--- src/rtl/future_pkg.sv ---
`default_nettype none
// ============================================================================
// Module   : future_pkg
// Purpose  : Shared types and constants for the key/round-constant sequencer.
// Revision : 1.0 - initial release
// ============================================================================
package future_pkg;

  localparam int ROUNDS_DEF = 10;
  localparam int SLICES_DEF = 4;

  typedef enum logic [2:0] {
    ST_IDLE  = 3'd0,
    ST_LOAD  = 3'd1,
    ST_SLICE = 3'd2,
    ST_ROT   = 3'd3,
    ST_DONE  = 3'd4
  } state_e;

  // Lane-wide select patterns for the XOR datapath muxes
  localparam logic [15:0] SEL_K0   = 16'h0000;
  localparam logic [15:0] SEL_K1   = 16'hFFFF;
  localparam logic [15:0] SEL_RC   = 16'hFFFF;
  localparam logic [15:0] SEL_ZERO = 16'h0000;

  // Even rounds mix K0, odd rounds mix K1
  function automatic logic [15:0] key_sel(input logic [3:0] round);
    return round[0] ? SEL_K1 : SEL_K0;
  endfunction

endpackage : future_pkg
`default_nettype wire

--- src/rtl/future_round_ctrl.sv ---
`default_nettype none
// ============================================================================
// Module   : future_round_ctrl
// Purpose  : Sequences a 64-bit block through ROUNDS rounds of the 16-bit
//            key/round-constant XOR datapath, one slice per cycle.
// Revision : 1.0 - initial release
// ============================================================================
module future_round_ctrl
  import future_pkg::*;
#(
  parameter int ROUNDS = ROUNDS_DEF,
  parameter int SLICES = SLICES_DEF
) (
  input  logic        clk,
  input  logic        rst_n,
  input  logic        start_i,
  input  logic        ready_i,
  output logic        busy_o,
  output logic        done_o,
  output logic        k_rst_o,
  output logic        k_en_o,
  output logic        k_sh16_o,
  output logic        k_sh5_o,
  output logic        rc_rst_o,
  output logic        rc_en_o,
  output logic        rc_sh16_o,
  output logic        rc_sh5_o,
  output logic [0:15] sel_k0k1_o,
  output logic [0:15] sel_rc01_o,
  output logic        y_vld_o,
  output logic [1:0]  y_slice_o,
  output logic [3:0]  y_round_o,
  output logic        y_last_o
);

  localparam logic [1:0] LAST_SLICE = 2'(SLICES - 1);
  localparam logic [3:0] LAST_ROUND = 4'(ROUNDS - 1);

  state_e      state_q;
  logic [1:0]  slice_q;
  logic [3:0]  round_q;
  logic        busy_q;
  logic        done_q;
  logic        load_q;     // LOAD cycle: load + enable both register groups
  logic        rot_q;      // ROT cycle: RC1 rotates by 5
  logic        rot_k_q;    // ROT cycle after an odd round: keys rotate by 5
  logic [15:0] sel_k0k1_q;
  logic [15:0] sel_rc01_q;
  logic        w_adv;

  // Controller state, slice/round counters and registered strobes
  always_ff @(posedge clk or negedge rst_n) begin
    if (!rst_n) begin
      state_q    <= ST_IDLE;
      slice_q    <= 2'd0;
      round_q    <= 4'd0;
      busy_q     <= 1'b0;
      done_q     <= 1'b0;
      load_q     <= 1'b0;
      rot_q      <= 1'b0;
      rot_k_q    <= 1'b0;
      sel_k0k1_q <= SEL_K0;
      sel_rc01_q <= SEL_ZERO;
    end else begin
      // Single-cycle strobes clear unless re-armed below
      done_q  <= 1'b0;
      load_q  <= 1'b0;
      rot_q   <= 1'b0;
      rot_k_q <= 1'b0;
      case (state_q)
        ST_IDLE: begin
          if (start_i) begin
            state_q <= ST_LOAD;
            load_q  <= 1'b1;
            busy_q  <= 1'b1;
            slice_q <= 2'd0;
            round_q <= 4'd0;
          end
        end
        ST_LOAD: begin
          state_q    <= ST_SLICE;
          sel_k0k1_q <= key_sel(round_q);
          sel_rc01_q <= SEL_RC;
        end
        ST_SLICE: begin
          // A stalled slice holds everything, including the sel vectors
          if (ready_i) begin
            if (slice_q == LAST_SLICE) begin
              slice_q <= 2'd0;
              if (round_q < LAST_ROUND) begin
                state_q <= ST_ROT;
                rot_q   <= 1'b1;
                rot_k_q <= round_q[0];
              end else begin
                state_q <= ST_DONE;
                done_q  <= 1'b1;
                busy_q  <= 1'b0;
                round_q <= 4'd0;
              end
            end else begin
              slice_q <= slice_q + 2'd1;
            end
          end
        end
        ST_ROT: begin
          state_q    <= ST_SLICE;
          round_q    <= round_q + 4'd1;
          sel_k0k1_q <= key_sel(round_q + 4'd1);
        end
        ST_DONE: begin
          state_q <= ST_IDLE;
        end
        default: begin
          state_q <= ST_IDLE;
          busy_q  <= 1'b0;
        end
      endcase
    end
  end

  // A slice only advances when downstream accepts it, so these follow ready
  assign w_adv = (state_q == ST_SLICE) && ready_i;

  assign busy_o     = busy_q;
  assign done_o     = done_q;
  assign k_rst_o    = load_q;
  assign rc_rst_o   = load_q;
  assign k_en_o     = load_q | rot_k_q | w_adv;
  assign rc_en_o    = load_q | rot_q | w_adv;
  assign k_sh16_o   = w_adv;
  assign rc_sh16_o  = w_adv;
  assign k_sh5_o    = rot_k_q;
  assign rc_sh5_o   = rot_q;
  assign sel_k0k1_o = sel_k0k1_q;
  assign sel_rc01_o = sel_rc01_q;
  assign y_vld_o    = w_adv;
  assign y_slice_o  = slice_q;
  assign y_round_o  = round_q;
  assign y_last_o   = w_adv && (slice_q == LAST_SLICE) && (round_q == LAST_ROUND);

endmodule : future_round_ctrl
`default_nettype wire

--- config.mk ---
export PLATFORM = sky130hd
export DESIGN_NAME = future_round_ctrl
export DESIGN_NICKNAME = d
export VERILOG_FILES = /design/src/rtl/future_pkg.sv /design/src/rtl/future_round_ctrl.sv
export SDC_FILE = /design/constraint.sdc
export NUM_CORES = 1
export LEC_CHECK = 0
export BUFFER_PORTS_ARGS = -buffer_cell sky130_fd_sc_hd__buf_2
export CORE_MARGIN = 2
export CORE_UTILIZATION = 23
export CTS_CLUSTER_SIZE = 16
export DETAILED_ROUTE_END_ITERATION = 10
export GPL_TIMING_DRIVEN = 0
export MAX_ROUTING_LAYER = met4
export PLACE_DENSITY = 0.42
export SYNTH_ARGS = -nofsm -noshare
export SYNTH_HDL_FRONTEND = slang
export SYNTH_SLANG_ARGS = --single-unit
--- constraint.sdc ---
create_clock -name clk -period 2 [get_ports clk]
set_input_delay 0.4 -clock clk [delete_from_list [all_inputs] [get_ports clk]]
set_output_delay 0.4 -clock clk [all_outputs]
set_load 0.01 [all_outputs]
==> impl_metrics.tcl, run 1 <==
set metrics [dict create \
    port_buffers 52 \
    grt_pass1_vias 752 \
    drt_iter0_markers 26 \
    cp.arrival_ns 1.50 \
    crit_path_cell_trace "buf_6, nor2b_4, and3_4, or3_1, buf_2" \
    leakage_uw 0.000838 \
    max_clock_freq_mhz 526 \
    start_util_pct 24.2 \
    synth_mux_area_share_pct 1.40 \
    ys_warn_count 0 \
    crit_type "register to output port" \
    ant_nets 0 \
    synth_cells 113 \
    clkLatencyLatePin_ns 0.25 \
    vdd_drop_max_mv 0.378 \
    cts-root-buf "clkbuf_8" \
    wl_met2_um 1020 \
    dp_hpwl_um 1790 \
    synth_ff_type "dfrtp_1" \
    die_w_um 72.2 \
    start_kind "register" \
    fillCellCount 460 \
    whs_ns 0.0497 \
    yosysTopAreaCellShare_pct 37.4 \
    tightest_slew_ns 0.534 \
    globalplace.congestion 0.863 \
    synth_edf_count 0 \
    yosys-top-cells-area "dfrtp_1 (37%), buf_4 (23%), ha_1 (5.8%)" \
    syn_nets 122 \
    cts_tree "done" \
    regArea_sq_um 400 \
    synth_top_family_by_area "buffers and inverters" \
    synth_xor_xnor_area_share_pct 0.819 \
    area_growth_pct 37.3 \
    synth_compound_area_share_pct 16.0 \
    dieArea_sq_mm 0.00521 \
    ios 54 \
    drcViolationCount 0 \
    hold_violations 0 \
    worstReg2RegEnd "y_round_o[0]$_DFFE_PN0P_" \
    routed_wl_um 2360 \
    p_per_area_mw_per_mm2 1710 \
    rows 24 \
    synth.avg_cell_area_sq_um 9.47 \
    async_reset_ff_share_pct 100 \
    cts_buffers 3 \
    finalPower_uw 2510 \
    regToRegSetupSlack_ns 0.23 \
    worstHoldPathType "primary input to asynchronous set/reset pin" \
    synth.distinct_cells 30 \
    routed.top_layer "met4" \
    r2r-start "y_round_o[0]$_DFFE_PN0P_" \
    grt_overflow_total 0 \
    cp_slowest_cell "dfrtp_1" \
    antenna_cells 0 \
    drive_above_1_share_pct 58.8 \
    grt_max_degree 18 \
    fin_tns_setup_ns 0 \
    status "complete, no violations" \
    worst-path-max-fanout 10 \
    antenna_found_initial 0 \
    core_sq_mm 0.00441 \
    fin_crit_ns 1.90 \
    dr.pass1.iters 4 \
    endpoint_kind "output port" \
    vias_per_cell 4.23 \
    synth_area_leader_cell "dfrtp_1" \
    rsz0062_at_grt "false" \
    synth_seq_area_share_pct 37.4 \
    wl_met3_um 267 \
    path_clk_slew_ns 0.07 \
    dieHeight_um 72.2 \
    vias 939 \
    setup_viol 0 \
    grt_pass1_wl_um 3590 \
    grt_use_total_pct 9.28 \
    cts_num_sinks 16 \
    maxCapViolations 0 \
    netlist_area_sq_mm 0.00107 \
    fin_nets 180 \
    htree_levels 1 \
    period_share_pct 95.1 \
    finalMaxSlewViolations 0 \
    met1Wirelength_um 1010 \
    clock_skew_ns 0.00351 \
    slew_headroom_pct 64.0 \
    synth-seq-cells 16 \
    clk_path_buf_depth 2 \
    ff2ff_path_depth 5 \
    synth_simple_gate_area_share_pct 10.8 \
    multi_input_area_sq_um 384 \
    synth-adder-area-share_pct 5.85 \
    avgRoutedWirePerCell_um 10.6 \
    critical_path.max_stage_delay_ns 0.37 \
    required_ns 1.60 \
]
[sequential cells by signal (all words and copies together) (netlist names)]
name	cells
busy_o	1
done_o	1
k_rst_o	1
k_sh5_o	1
rc_sh5_o	1
sel_k0k1_o	1
sel_rc01_o	1
state_q	3
y_round_o	4
y_slice_o	2
[metal layers]
metal  vias to the layer above  global-route usage, %
met4                         0                   5.66
met3                         4                   1.67
met2                        56                   14.3
li1                        465                      -
met5                         -                      -
met1                       414                   11.3
[cell type report]
class | instances | area share [%]
buffer | 36 | 18.1
clock buffer | 4 | 3.75
inverter | 8 | 2.04
multi-input combinational | 53 | 26.1
sequential | 16 | 27.3
tap | 52 | 4.43
timing repair buffer | 53 | 18.2
[cell usage in the layout, fill, tap and decap left out, types with 2 or more instances in the layout]
| cell | Yosys | layout |
|---|---|---|
| a21oi_1 | 2 | 2 |
| a22o_1 | 2 | 2 |
| a22o_2 | 2 | 2 |
| a31oi_1 | 2 | 2 |
| a41oi_1 | 2 | 2 |
| buf_2 | 0 | 52 |
| buf_4 | 33 | 34 |
| clkbuf_1 | 2 | 2 |
| clkbuf_8 | 0 | 4 |
| dfrtp_1 | 16 | 16 |
| ha_1 | 5 | 5 |
| inv_1 | 8 | 8 |
| nand2_1 | 6 | 5 |
| nand3_1 | 2 | 2 |
| nor2_1 | 5 | 5 |
| o21ai_0 | 7 | 7 |
| o31ai_1 | 2 | 2 |
| or3_1 | 2 | 2 |
[where the power goes]
part,leakage [uW],internal (uW),switching [uW]
Sequential,0.000207,433,183
Combinational,0.000602,898,703
Clock,0.0000288,175,120
[through the flow]
stage | worst slack, ns | std cells | util [%] | cell area (sq um)
6_report | 0.0987 | 222 | 33.3 | 1470
5_1_grt | 0.0186 | 222 | 33.3 | 1470
4_1_cts | 0.00363 | 221 | 33.0 | 1460
3_5_place_dp | 0.0911 | 217 | 31.6 | 1400
3_3_place_gp | 0.0932 | 217 | 31.6 | 1400
2_1_floorplan | 0.269 | 113 | - | 1070
[cells by family after synthesis]
| kind of cell | after synthesis |
|---|---|
| buf+inv | 44 |
| mux | 1 |
| compound gates | 24 |
| simple gates | 22 |
| fa+ha+maj | 5 |
| xor+xnor | 1 |
| flops | 16 |
[repair_timing]
action / CTS / global route
endpoints found under the setup margin: 3 / 3
setup buffers: 0 / 1
pin swaps: 0 / 2
hold buffers: 0 / 0
gates resized for setup: 2 / 2
[worst max-delay path, delay by kind of cell (launching register included)]
family	cells	cell delay [ns]
buf+inv	2	0.28
flops	1	0.37
simple gates	3	0.60
[cells in the mapped netlist (all sizes together) (2+ instances only)]
cell type,number
nor2,5
nand3,2
inv,8
buf,34
dfrtp,16
o21ai,7
ha,5
nand2,6
a21oi,2
a31oi,2
nor2b,2
clkbuf,2
a22o,4
and2,2
a41oi,2
or3,2
o31ai,2
nor3,2
[worst max-delay path by stage]
stage,end,slack (ns),start,cells after the start
after floorplan,y_last_o,0.27,ready_i,4
after global placement,y_round_o[0]$_DFFE_PN0P_,0.09,y_round_o[0]$_DFFE_PN0P_,5
after detailed placement,y_last_o,0.09,ready_i,5
after CTS,y_last_o,0.004,state_q[1]$_DFFE_PN0P_,6
after global routing,y_last_o,0.02,state_q[1]$_DFFE_PN0P_,6
final,rc_en_o,0.1,state_q[1]$_DFFE_PN0P_,5
(Power assumes the default switching activity.)
==> run 2, diff against run 1 <==
--- a/config.mk
+++ b/config.mk
@@ -6,6 +6,7 @@
 export NUM_CORES = 1
 export LEC_CHECK = 0
 export BUFFER_PORTS_ARGS = -buffer_cell sky130_fd_sc_hd__buf_2
+export CORE_ASPECT_RATIO = 0.75
 export CORE_MARGIN = 2
 export CORE_UTILIZATION = 23
 export CTS_CLUSTER_SIZE = 16
==> run 2 against run 1 <==
  * Clock-buffer cell count did not move
  * Via count is 1.3% lower
  * Final area up 0.77%
  * Cell count rose by 2.3%
  * Sequential cell count is the same
  * Utilization fell by 0.14 points
  * Global-route usage increased by 0.26 points
  * Clock skew hardly changed
  * Critical endpoint unchanged
  * Fmax shrank 1.2%
==> impl_metrics.tcl, run 2 (same netlist as run 1, synthesis figures left out) <==
set metrics [dict create \
    slew_headroom_pct 65.6 \
    final_core_util_pct 33.1 \
    fin_tns_setup_ns 0 \
    ant_nets 0 \
    crit_type "register to output port" \
    final_common_cell "buf_2" \
    fillCellCount 472 \
    core_sq_mm 0.00447 \
    critical_path.max_stage_delay_ns 0.37 \
    grt_pass1_vias 790 \
    path_clk_slew_ns 0.06 \
    hold_violations 0 \
    port_buffers 52 \
    endpoint_kind "output port" \
    ios 54 \
    antenna_found_initial 0 \
    dr.pass1.iters 4 \
    htree_levels 1 \
    worst-path-max-fanout 10 \
    drt_iter0_markers 28 \
    largest_reg_flops 4 \
    cts-root-buf "clkbuf_8" \
    rows 21 \
    globalplace.congestion 0.832 \
    dp_hpwl_um 1840 \
    whs_ns 0.0511 \
    clock_skew_ns 0.00311 \
    detailedPlace.worstSlack_ns 0.0348 \
    dieArea_sq_mm 0.00522 \
    fin_crit_ns 1.92 \
    cp.arrival_ns 1.52 \
    setup_viol 0 \
    die_w_um 82.8 \
    drcViolationCount 0 \
    tightest_slew_ns 0.510 \
    grt_use_total_pct 9.54 \
    routed_wl_um 2390 \
    cts_tree "done" \
    grt_pass1_wl_um 3740 \
    setup_slack_ns 0.0754 \
    start_kind "register" \
    worstHoldPathType "primary input to asynchronous set/reset pin" \
    clk_path_buf_depth 2 \
    drive_above_1_share_pct 58.8 \
    period_share_pct 96.2 \
    grt_max_degree 18 \
    clkLatencyLatePin_ns 0.25 \
    finalMaxSlewViolations 0 \
    leakage_uw 0.000846 \
    status "complete, no violations" \
    max_clock_freq_mhz 520 \
    avgRoutedWirePerCell_um 10.5 \
    cts_buffers 3 \
    layout_common_cells "buf_2 (52), buf_4 (34), dfrtp_1 (16), inv_1 (8), o21ai_0 (7)" \
    regToRegSetupSlack_ns 0.18 \
    fin_nets 180 \
    p_per_area_mw_per_mm2 1710 \
    cts_num_sinks 16 \
    maxCapViolations 0 \
    area_growth_pct 38.4 \
    rsz0062_at_grt "true" \
    dieHeight_um 63.1 \
    grt_overflow_total 0 \
    vias_per_cell 4.08 \
    cp_slowest_cell "dfrtp_1" \
    vdd_drop_max_mv 0.538 \
    required_ns 1.60 \
    start_util_pct 23.9 \
    antenna_cells 0 \
    crit_path_cell_trace "buf_6, nor2b_4, and3_4, or3_1, buf_2" \
    vias 927 \
]
-- run 2: final timing paths --
path	to	cells past startpoint	from
min in group clk	busy_o$_DFFE_PN0P_	3	start_i
max	rc_en_o	5	state_q[1]$_DFFE_PN0P_
min	y_round_o[2]$_DFFE_PN0P_	1	rst_n
max in group asynchronous	y_round_o[0]$_DFFE_PN0P_	1	rst_n
max reg2reg	y_round_o[0]$_DFFE_PN0P_	5	y_round_o[0]$_DFFE_PN0P_
min reg2reg	state_q[1]$_DFFE_PN0P_	1	state_q[2]$_DFFE_PN0P_
-- run 2: where the power goes --
| group | switching (uW) | leakage, uW | internal [uW] |
|---|---|---|---|
| Combinational | 718 | 0.000611 | 900 |
| Clock | 107 | 0.0000288 | 175 |
| Sequential | 194 | 0.000207 | 433 |
| Total | 1020 | 0.000846 | 1510 |
-- run 2: per-layer routing --
layer	track usage (%)	up-vias	wire (um)
met1	13.7	406	1210
met5	-	-	0
li1	-	463	-
met4	1.84	0	18
met3	3.01	4	292
met2	13.2	54	859
-- run 2: layout make-up --
class | instances | area [sq um] | share of cell area [%]
Tap cell | 57 | 71.3 | 4.82
Clock buffer | 4 | 55.1 | 3.72
Buffer | 36 | 267 | 18.0
Inverter | 8 | 30.0 | 2.03
Multi-Input combinational cell | 53 | 389 | 26.3
Timing Repair Buffer | 53 | 268 | 18.1
Sequential cell | 16 | 400 | 27.0
-- run 2: critical path: cells and delay by family, from the launching register on --
kind,cells,cell delay [ns]
buffers and inverters,2,0.28
DFF,1,0.37
and+or+nand+nor,3,0.63
-- run 2: stage by stage --
stage | area, sq um | power, uW | instances
floorplan | 1070 | 1680 | 113
global placement | 1400 | 2210 | 222
detailed placement | 1400 | 2230 | 222
CTS | 1460 | 2530 | 226
global route | 1480 | 2800 | 227
finish | 1480 | 2530 | 227
-- run 2: repair_timing --
item	in CTS	in global routing
setup buffers	0	1
endpoints found under the setup margin	1	4
hold buffers	0	0
gates resized for setup	2	3
endpoints found under the hold margin	0	0
